### src/rtl/keypad_entry_sequencer.sv
// Keypad front end for the six-digit lock: buffers digit keys, handles edit/enter/timeout,
// and replays a complete entry as three pair-write strobes followed by one judge strobe.
module keypad_entry_sequencer #(
  parameter int TIMEOUT_TICKS = 10
) (
  input  logic       clk,
  input  logic       clr,
  input  logic       key_valid,
  input  logic [3:0] key_code,
  input  logic       tick,
  input  logic       lockout,
  output logic [3:0] pair_a,
  output logic [3:0] pair_b,
  output logic [2:0] wr_sel,
  output logic       judge,
  output logic       busy,
  output logic [2:0] count,
  output logic       err,
  output logic       timeout
);

  localparam int IDLE_W = $clog2(TIMEOUT_TICKS + 1);

  // LAUNCH is the one cycle between sampling enter and the first registered pair write.
  typedef enum logic [2:0] {IDLE, ENTRY, LAUNCH, WR0, WR1, WR2, JUDGE} state_t;

  state_t            state_q, state_nxt;
  logic [3:0]        d_q [6];
  logic [3:0]        d_nxt [6];
  logic [2:0]        count_q, count_nxt;
  logic [IDLE_W-1:0] idle_q, idle_nxt;
  logic              err_nxt, timeout_nxt, judge_nxt, busy_nxt;
  logic [2:0]        wr_sel_nxt;
  logic [3:0]        pair_a_nxt, pair_b_nxt;

  assign count = count_q;

  always_ff @(posedge clk or posedge clr) begin
    if (clr) begin
      state_q <= IDLE;
      count_q <= '0;
      idle_q  <= '0;
      // NOTE: the digit buffer is reset explicitly; cancel and reset must both leave it zeroed.
      d_q     <= '{default: '0};
      pair_a  <= '0;
      pair_b  <= '0;
      wr_sel  <= '0;
      judge   <= 1'b0;
      busy    <= 1'b0;
      err     <= 1'b0;
      timeout <= 1'b0;
    end else begin
      // NOTE: non-blocking assignments so every register samples pre-edge values together.
      state_q <= state_nxt;
      count_q <= count_nxt;
      idle_q  <= idle_nxt;
      d_q     <= d_nxt;
      pair_a  <= pair_a_nxt;
      pair_b  <= pair_b_nxt;
      wr_sel  <= wr_sel_nxt;
      judge   <= judge_nxt;
      busy    <= busy_nxt;
      err     <= err_nxt;
      timeout <= timeout_nxt;
    end
  end

  always_comb begin
    // NOTE: every signal gets a default first so no path infers a latch.
    state_nxt   = state_q;
    count_nxt   = count_q;
    d_nxt       = d_q;
    idle_nxt    = idle_q;
    err_nxt     = 1'b0;
    timeout_nxt = 1'b0;
    case (state_q)
      IDLE, ENTRY: begin
        if (lockout) begin
          state_nxt = IDLE;
          count_nxt = '0;
          d_nxt     = '{default: '0};
          idle_nxt  = '0;
        end else if (key_valid) begin
          idle_nxt = '0;
          if (key_code <= 4'd9) begin
            if (count_q == 3'd6) begin
              err_nxt = 1'b1;
            end else begin
              d_nxt[count_q] = key_code;
              count_nxt      = count_q + 3'd1;
              state_nxt      = ENTRY;
            end
          end else begin
            case (key_code)
              4'hA: if (count_q != 3'd0) begin
                count_nxt = count_q - 3'd1;
                if (count_q == 3'd1) state_nxt = IDLE;
              end
              4'hB: if (count_q == 3'd6) state_nxt = LAUNCH;
                    else err_nxt = 1'b1;
              4'hC: begin
                state_nxt = IDLE;
                count_nxt = '0;
                d_nxt     = '{default: '0};
              end
              default: err_nxt = 1'b1;
            endcase
          end
        end else if (state_q == ENTRY && tick) begin
          if (idle_q == IDLE_W'(TIMEOUT_TICKS - 1)) begin
            state_nxt   = IDLE;
            count_nxt   = '0;
            d_nxt       = '{default: '0};
            idle_nxt    = '0;
            timeout_nxt = 1'b1;
          end else begin
            idle_nxt = idle_q + IDLE_W'(1);
          end
        end
      end
      LAUNCH: state_nxt = WR0;
      WR0:    state_nxt = WR1;
      WR1:    state_nxt = WR2;
      WR2:    state_nxt = JUDGE;
      JUDGE: begin
        state_nxt = IDLE;
        count_nxt = '0;
        d_nxt     = '{default: '0};
        idle_nxt  = '0;
      end
      default: state_nxt = IDLE;
    endcase
  end

  // Output registers are loaded from the next state so they line up with state_q.
  always_comb begin
    wr_sel_nxt = 3'b000;
    pair_a_nxt = '0;
    pair_b_nxt = '0;
    judge_nxt  = 1'b0;
    busy_nxt   = 1'b0;
    case (state_nxt)
      WR0: begin
        wr_sel_nxt = 3'b001; pair_a_nxt = d_q[0]; pair_b_nxt = d_q[1]; busy_nxt = 1'b1;
      end
      WR1: begin
        wr_sel_nxt = 3'b010; pair_a_nxt = d_q[2]; pair_b_nxt = d_q[3]; busy_nxt = 1'b1;
      end
      WR2: begin
        wr_sel_nxt = 3'b100; pair_a_nxt = d_q[4]; pair_b_nxt = d_q[5]; busy_nxt = 1'b1;
      end
      JUDGE: begin
        judge_nxt = 1'b1; busy_nxt = 1'b1;
      end
      default: ;
    endcase
  end

endmodule

### config.mk
export PLATFORM = sky130hd
export DESIGN_NAME = keypad_entry_sequencer
export DESIGN_NICKNAME = d
export VERILOG_FILES = /design/src/rtl/keypad_entry_sequencer.sv
export SDC_FILE = /design/constraint.sdc
export NUM_CORES = 1
export LEC_CHECK = 0
export BUFFER_PORTS_ARGS = -buffer_cell sky130_fd_sc_hd__buf_4
export CAP_MARGIN = 20
export CORE_MARGIN = 1.5
export CORE_UTILIZATION = 56
export DETAILED_ROUTE_END_ITERATION = 6
export PLACE_DENSITY_LB_ADDON = 0.1
export SLEW_MARGIN = 10
export SYNTH_ARGS = -nofsm -noshare
export SYNTH_HDL_FRONTEND = slang
export SYNTH_SLANG_ARGS = --single-unit
### constraint.sdc
create_clock -name clk -period 2.8 [get_ports clk]
set_input_delay 0 -clock clk [delete_from_list [all_inputs] [get_ports clk]]
set_output_delay 0 -clock clk [all_outputs]
set_load 0.05 [all_outputs]
==> results of run 1 <==
[cells by family (layout without fill, tap and decap cells)]
family                     count (synthesis)  count (layout)  share of synthesized area
and+or+nand+nor                           81              81                      0.169
AOI/OAI and AO/OA                         68              68                      0.217
DFF                                       49              49                      0.497
buffers and inverters                     27              53                     0.0639
adders and majority gates                  7               7                     0.0355
muxes                                      4               4                     0.0177
[worst max path at each step]
stage	from	endpoint	slack, ns	depth (start not counted)
finish	count[0]	d_q[22]	0.35	8
global route	count[0]	d_q[15]	0.17	8
CTS	count[0]	d_q[12]	0.36	8
detailed placement	count[0]	d_q[12]	0.37	8
global placement	count[0]	d_q[15]	0.48	8
floorplan	count[0]	d_q[0]	0.38	10
[layout make-up]
cell class	instances	share of cell area
clock inverter	2	0.00495
inverter	11	0.0148
timing repair buffer	34	0.101
clock buffer	6	0.0261
multi-input combinational	160	0.390
tap	50	0.0225
sequential	49	0.441
[worst reg2reg max path: cells and delay by family, from the launching register on]
family          cells  cell delay (ns)
buf+inv             2             0.43
compound gates      2             0.61
fa+ha+maj           1             0.23
flops               1             0.53
simple gates        3             0.59
[power by group]
part           switching [mW]  internal [mW]  total, mW
sequential             0.0753          0.783      0.858
combinational           0.582          0.268      0.850
clock                   0.237          0.178      0.415
[flip-flops by register name, indices dropped and copies added, names as in the netlist]
| register | count |
|---|---|
| busy | 1 |
| count | 3 |
| d_q | 24 |
| err | 1 |
| idle_q | 4 |
| judge | 1 |
| pair_a | 4 |
| pair_b | 4 |
| state_q | 3 |
| timeout | 1 |
| wr_sel | 3 |
[cell usage in the layout, fill, tap and decap left out, drive strengths merged, types with 7 or more instances in the layout]
cell type	n
a22oi	8
a21oi	8
nand2	25
dfrtp	49
nand3	14
ha	7
buf	29
a32o	24
inv	12
nor2	13
o21ai	16
[repair_timing]
action / CTS / global route
buffers inserted: 0 / 0
hold buffers: 5 / 0
endpoints found under the hold margin: 52 / 0
setup endpoints to repair: 0 / 0
[routing by layer]
layer  GRT usage  vias to the layer above
li1            -                      920
met1       0.320                      933
met2       0.359                       53
met3      0.0509                        7
met4      0.0850                        0
met5           0                        -
[metrics by stage]
step	power, mW	instance area [sq um]	cells
floorplan	1.56	2470	236
global placement	1.70	2630	298
detailed placement	1.70	2630	298
CTS	2.13	2760	311
global route	2.25	2780	312
finish	2.12	2780	312
==> run_results.csv, run 1 <==
group,metric,value,unit
setup_path,critical-path-slowest-cell,"dfrtp_1",
synthesis,mappedNetlistNets,252,
sta,number_of_setup_violations_in_the_final_report,0,
synthesis,yosys.area.top_type_share,0.497,
sta,period_share,0.875,
flow_run,drv.max_cap_violation_count,0,
sta,unrepaired_setup_endpoints_after_global_routing,"no",
sta,worst_hold_slack,0.0207,ns
finish,nFillCells,322,
drt,wl,5.19,mm
finish,drive_above_1_share,0.187,
outcome,status,"complete, no violations",
cts,cts_num_sinks,49,
drt,routed-wl-met3,243,um
die,std_cell_rows,23,
cts,cts_repair_resize_count,0,
drt,avgRoutedWirePerCell,16.6,um
drt,antenna_violating_nets_post_route,0,
hold_path,min_to,"err",
setup_path,cp_top_family,"compound AO/OA/AOI/OAI gates",
setup_path,rrSetupSlack,0.35,ns
setup_path,timing.reg2reg.worst_path_depth,8,
setup_path,slowest_delay,0.53,ns
synthesis,synth.area.top_cells,"dfrtp_1 (50%), a32o_1 (9.7%), nand2_1 (3.8%)",
power,cellPowerDensity,763,mW/mm^2
cts,clock_tree.htree_level_count,2,
place,final_hpwl_dp,3.56,mm
setup_path,setup.worst_path.class,"flip-flop to flip-flop",
synthesis,yosys-top-cells-count,"dfrtp_1 (49), nand2_1 (25), a32o_1 (24), o21ai_0 (16), nand3_1 (14)",
synthesis,avgSynthCellArea,10.5,sq um
setup_path,timing.critical_path.from_type,"flip-flop",
cts,cts-root-to-sink-buffers,2,
synthesis,cell_accounting_for_the_most_synthesized_area,"dfrtp_1",
sta,maxClockFrequency,408,MHz
drt,drt_iter0_drc,124,
synthesis,synthMostInstantiatedCell,"dfrtp_1",
sta,final_max_slew_viol_count,0,
die,die_extent_in_x,69.4,um
finish,post_route_core_utilization,0.676,
sta,worst_slew_pin_slew,0.694,ns
hold_path,timing.hold.worst.class,"input pin to flip-flop",
die,chipHeight,69.4,um
hold_path,worstHoldStart,"key_code[3]",
place,gpl_wtd_cong,0.880,
global_routing,grt_pass1_wl,8.80,mm
synthesis,synth.yosys.seq_area_share,0.497,
cts,cts_inserted_buffers,5,
drt,dr.max_layer_used,"met4",
power,vdd_ir_drop_max,0.454,mV
die,coreArea,0.00412,sq mm
drt,route.met2.wl,2.39,mm
setup_path,reg2reg_to,"d_q[22]",
finish,area.sequential,0.00123,sq mm
setup_path,critical_path.cell_chain,"inv_1 -> ha_1 -> nand2_1 -> nor2_1 -> a221oi_4 -> and2_1 -> buf_4 -> a32o_1",
hold_path,whs_path_depth,3,
global_routing,grt_max_degree,50,
sta,timing.final.crit_period,2.45,ns
place,place_ws,0.371,ns
place,port-buffer-count,26,
setup_path,critPathArrivalTime,2.69,ns
drt,router_iterations_before_antenna_repair,4,
finish,layout_overhead_on_the_synthesized_area,12.7,%
finish,fin_nets,277,
finish,area_of_the_multi_input_gates,0.00108,sq mm
synthesis,synthDistinctLibCells,42,
cts,tritoncts,"built",
synthesis,synth_area,0.00247,sq mm
setup_path,regToRegStartpoint,"count[0]",
sta,relSlewSlack,0.534,
global_routing,initial_antenna_violation_count,0,
synthesis,ys_seq_elements,49,
synthesis,synth.yosys.warnings,0,
setup_path,timing.critical_path.required,3.04,ns
drt,routedLengthMet1,2.49,mm
global_routing,grt-ovfl-total,0,
synthesis,post_synthesis_cells,236,
sta,final-hold-violation-count,0,
sta,finClkSkew,0.00642,ns
cts,clk_transition_reported_paths,0.09,ns
sta,setup-tns-final,0,ns
global_routing,vias_in_the_first_global_route,1792,
die,floorplan.initialDensity,0.600,
cts,cts-root-buf,"clkbuf_8",
setup_path,crit_buf_inv,2,
synthesis,asyncSetResetFlopFracSynth,1.00,
drt,via_per_inst,6.13,
die,dieArea,0.00482,sq mm
drt,number_of_remaining_drc_errors,0,
die,design.portCount,27,
finish,number_of_antenna_cells_inserted,0,
cts,worst_skew_pair_later_pin_latency,0.30,ns
drt,num_vias,1913,
power,leakage,1.29,nW
global_routing,grtUsageTotal,0.231,
sta,final_critical_path_setup_slack,0.349,ns
synthesis,postSynth.topFlopCell,"dfrtp_1",
synthesis,synth_edf_count,0,
setup_path,worst_setup_path_end_kind,"flip-flop",
setup_path,critPathMaxFanout,15,
Note: power is estimated with default switching activity, not from simulation.
==> run 2, diff against run 1 <==
--- a/config.mk
+++ b/config.mk
@@ -9,6 +9,7 @@
 export CAP_MARGIN = 20
 export CORE_MARGIN = 1.5
 export CORE_UTILIZATION = 56
+export CTS_BUF_LIST = sky130_fd_sc_hd__clkbuf_4 sky130_fd_sc_hd__clkbuf_8
 export DETAILED_ROUTE_END_ITERATION = 6
 export PLACE_DENSITY_LB_ADDON = 0.1
 export SLEW_MARGIN = 10
==> run_results.csv, run 2 (synthesis results as in run 1) <==
group,metric,value,unit
power,combinationalPowerShare,0.398,
cts,clk_transition_reported_paths,0.09,ns
sta,timing.final.crit_period,2.47,ns
drt,router_iterations_before_antenna_repair,4,
hold_path,timing.hold.worst.class,"input pin to flip-flop",
cts,cts_num_sinks,49,
global_routing,initial_antenna_violation_count,0,
power,leakage,1.30,nW
setup_path,worst_setup_path_end_kind,"flip-flop",
die,dieArea,0.00482,sq mm
die,die_extent_in_x,69.4,um
cts,count_of_buffers_added_by_post_cts_timing_repair_for_setup,0,
place,gpl_wtd_cong,0.880,
power,vdd_ir_drop_max,0.452,mV
place,post-place-cells,298,
cts,cts-root-to-sink-buffers,2,
finish,largest_register_ff_count,24,
setup_path,setup.worst_path.class,"flip-flop to flip-flop",
flow_run,drv.max_cap_violation_count,0,
sta,number_of_setup_violations_in_the_final_report,0,
cts,clock_tree.htree_level_count,2,
finish,number_of_antenna_cells_inserted,0,
place,port-buffer-count,26,
sta,relSlewSlack,0.537,
cts,tritoncts,"built",
global_routing,grt-ovfl-total,0,
global_routing,vias_in_the_first_global_route,1788,
global_routing,grt_max_degree,50,
drt,num_vias,1882,
global_routing,grt_pass1_wl,8.80,mm
finish,layout_overhead_on_the_synthesized_area,12.8,%
drt,via_per_inst,6.03,
finish,mostFrequentLayoutCells,"dfrtp_1 (49), buf_4 (28), nand2_1 (25)",
cts,cts-root-buf,"clkbuf_8",
sta,final_max_slew_viol_count,0,
finish,max_flop_register,"d_q",
finish,layoutNonFillerInstCount,312,
sta,finClkSkew,0.00576,ns
sta,period_share,0.881,
finish,fin_nets,277,
die,design.portCount,27,
setup_path,critPathArrivalTime,2.71,ns
power,power_frac_clock,0.198,
die,floorplan.initialDensity,0.600,
drt,avgRoutedWirePerCell,16.5,um
cts,cts_repair_resize_count,0,
sta,unrepaired_setup_endpoints_after_global_routing,"no",
global_routing,grtUsageTotal,0.231,
outcome,status,"complete, no violations",
finish,post_route_core_utilization,0.677,
drt,antenna_violating_nets_post_route,0,
power,intPower,1.24,mW
die,chipHeight,69.4,um
power,p_sw_frac,0.418,
cts,cts_inserted_buffers,5,
setup_path,timing.critical_path.required,3.04,ns
drt,number_of_remaining_drc_errors,0,
sta,worst_slew_pin_slew,0.690,ns
setup_path,critPathMaxFanout,15,
power,p_sw,890,uW
sta,final-hold-violation-count,0,
sta,worst_hold_slack,0.0203,ns
die,coreArea,0.00412,sq mm
finish,drive_above_1_share,0.191,
sta,setup-tns-final,0,ns
cts,worst_skew_pair_later_pin_latency,0.30,ns
place,final_hpwl_dp,3.56,mm
power,cellPowerDensity,764,mW/mm^2
drt,wl,5.15,mm
drt,drt_iter0_drc,117,
sta,maxClockFrequency,405,MHz
die,std_cell_rows,23,
power,power.share.sequential,0.403,
finish,final_common_cell,"dfrtp_1",
setup_path,timing.critical_path.from_type,"flip-flop",
run 2: cell counts in the layout (fill, tap and decap cells not counted):
No cell type changed its count.
run 2: per-layer routing:
metal / up-vias / GRT usage / part of all wire
li1: 921 / - / -
met1: 905 / 0.320 / 0.47
met2: 49 / 0.359 / 0.46
met3: 7 / 0.0509 / 0.052
met4: 0 / 0.0850 / 0.014
met5: - / 0 / 0
run 2: power groups by stage:
stage / logic, mW / registers, mW / clock network, mW
6_report: 0.848 / 0.858 / 0.422
5_1_grt: 0.926 / 0.868 / 0.464
4_1_cts: 0.839 / 0.858 / 0.439
3_5_place_dp: 0.832 / 0.872 / 0
3_3_place_gp: 0.827 / 0.868 / 0
2_1_floorplan: 0.604 / 0.957 / 0
run 2: final timing paths:
check	slack [ns]	start	cells after the start	end
worst max-delay path	0.33	count[0]	8	d_q[12]
worst min-delay path	0.02	key_code[3]	3	err
worst max register to register	0.33	count[0]	8	d_q[12]
worst min register to register	0.47	idle_q[3]	1	idle_q[3]
max in group asynchronous	2.14	clr	4	count[2]
min in group asynchronous	0.18	clr	3	judge
run 2: final cells by class:
class | count | area, sq um
tap | 50 | 62.6
fill | 320 | 1330
timing repair buffer | 34 | 280
inverter | 11 | 41.3
clock inverter | 2 | 13.8
sequential | 49 | 1230
multi-input combinational | 160 | 1080
clock buffer | 6 | 76.3
run 2: worst max-delay path, cell delays in order, from the launching register on:
cell	delay (ns)
dfrtp_1	0.54
inv_1	0.15
ha_1	0.24
nand2_1	0.11
nor2_1	0.08
a221oi_4	0.43
and2_1	0.39
buf_4	0.28
a32o_1	0.19
run 2: what timing repair did:
item,4_1_cts,5_1_grt
endpoints found under the setup margin,0,0
hold buffers,5,0
endpoints found under the hold margin,52,0
run 2: stage by stage:
| stage | cell area (sq um) | power (mW) | setup WS (ns) |
|---|---|---|---|
| 6_report | 2790 | 2.13 | 0.333 |
| 5_1_grt | 2790 | 2.26 | 0.167 |
| 4_1_cts | 2770 | 2.14 | 0.357 |
| 3_5_place_dp | 2630 | 1.70 | 0.371 |
| 3_3_place_gp | 2630 | 1.70 | 0.484 |
| 2_1_floorplan | 2470 | 1.56 | 0.376 |
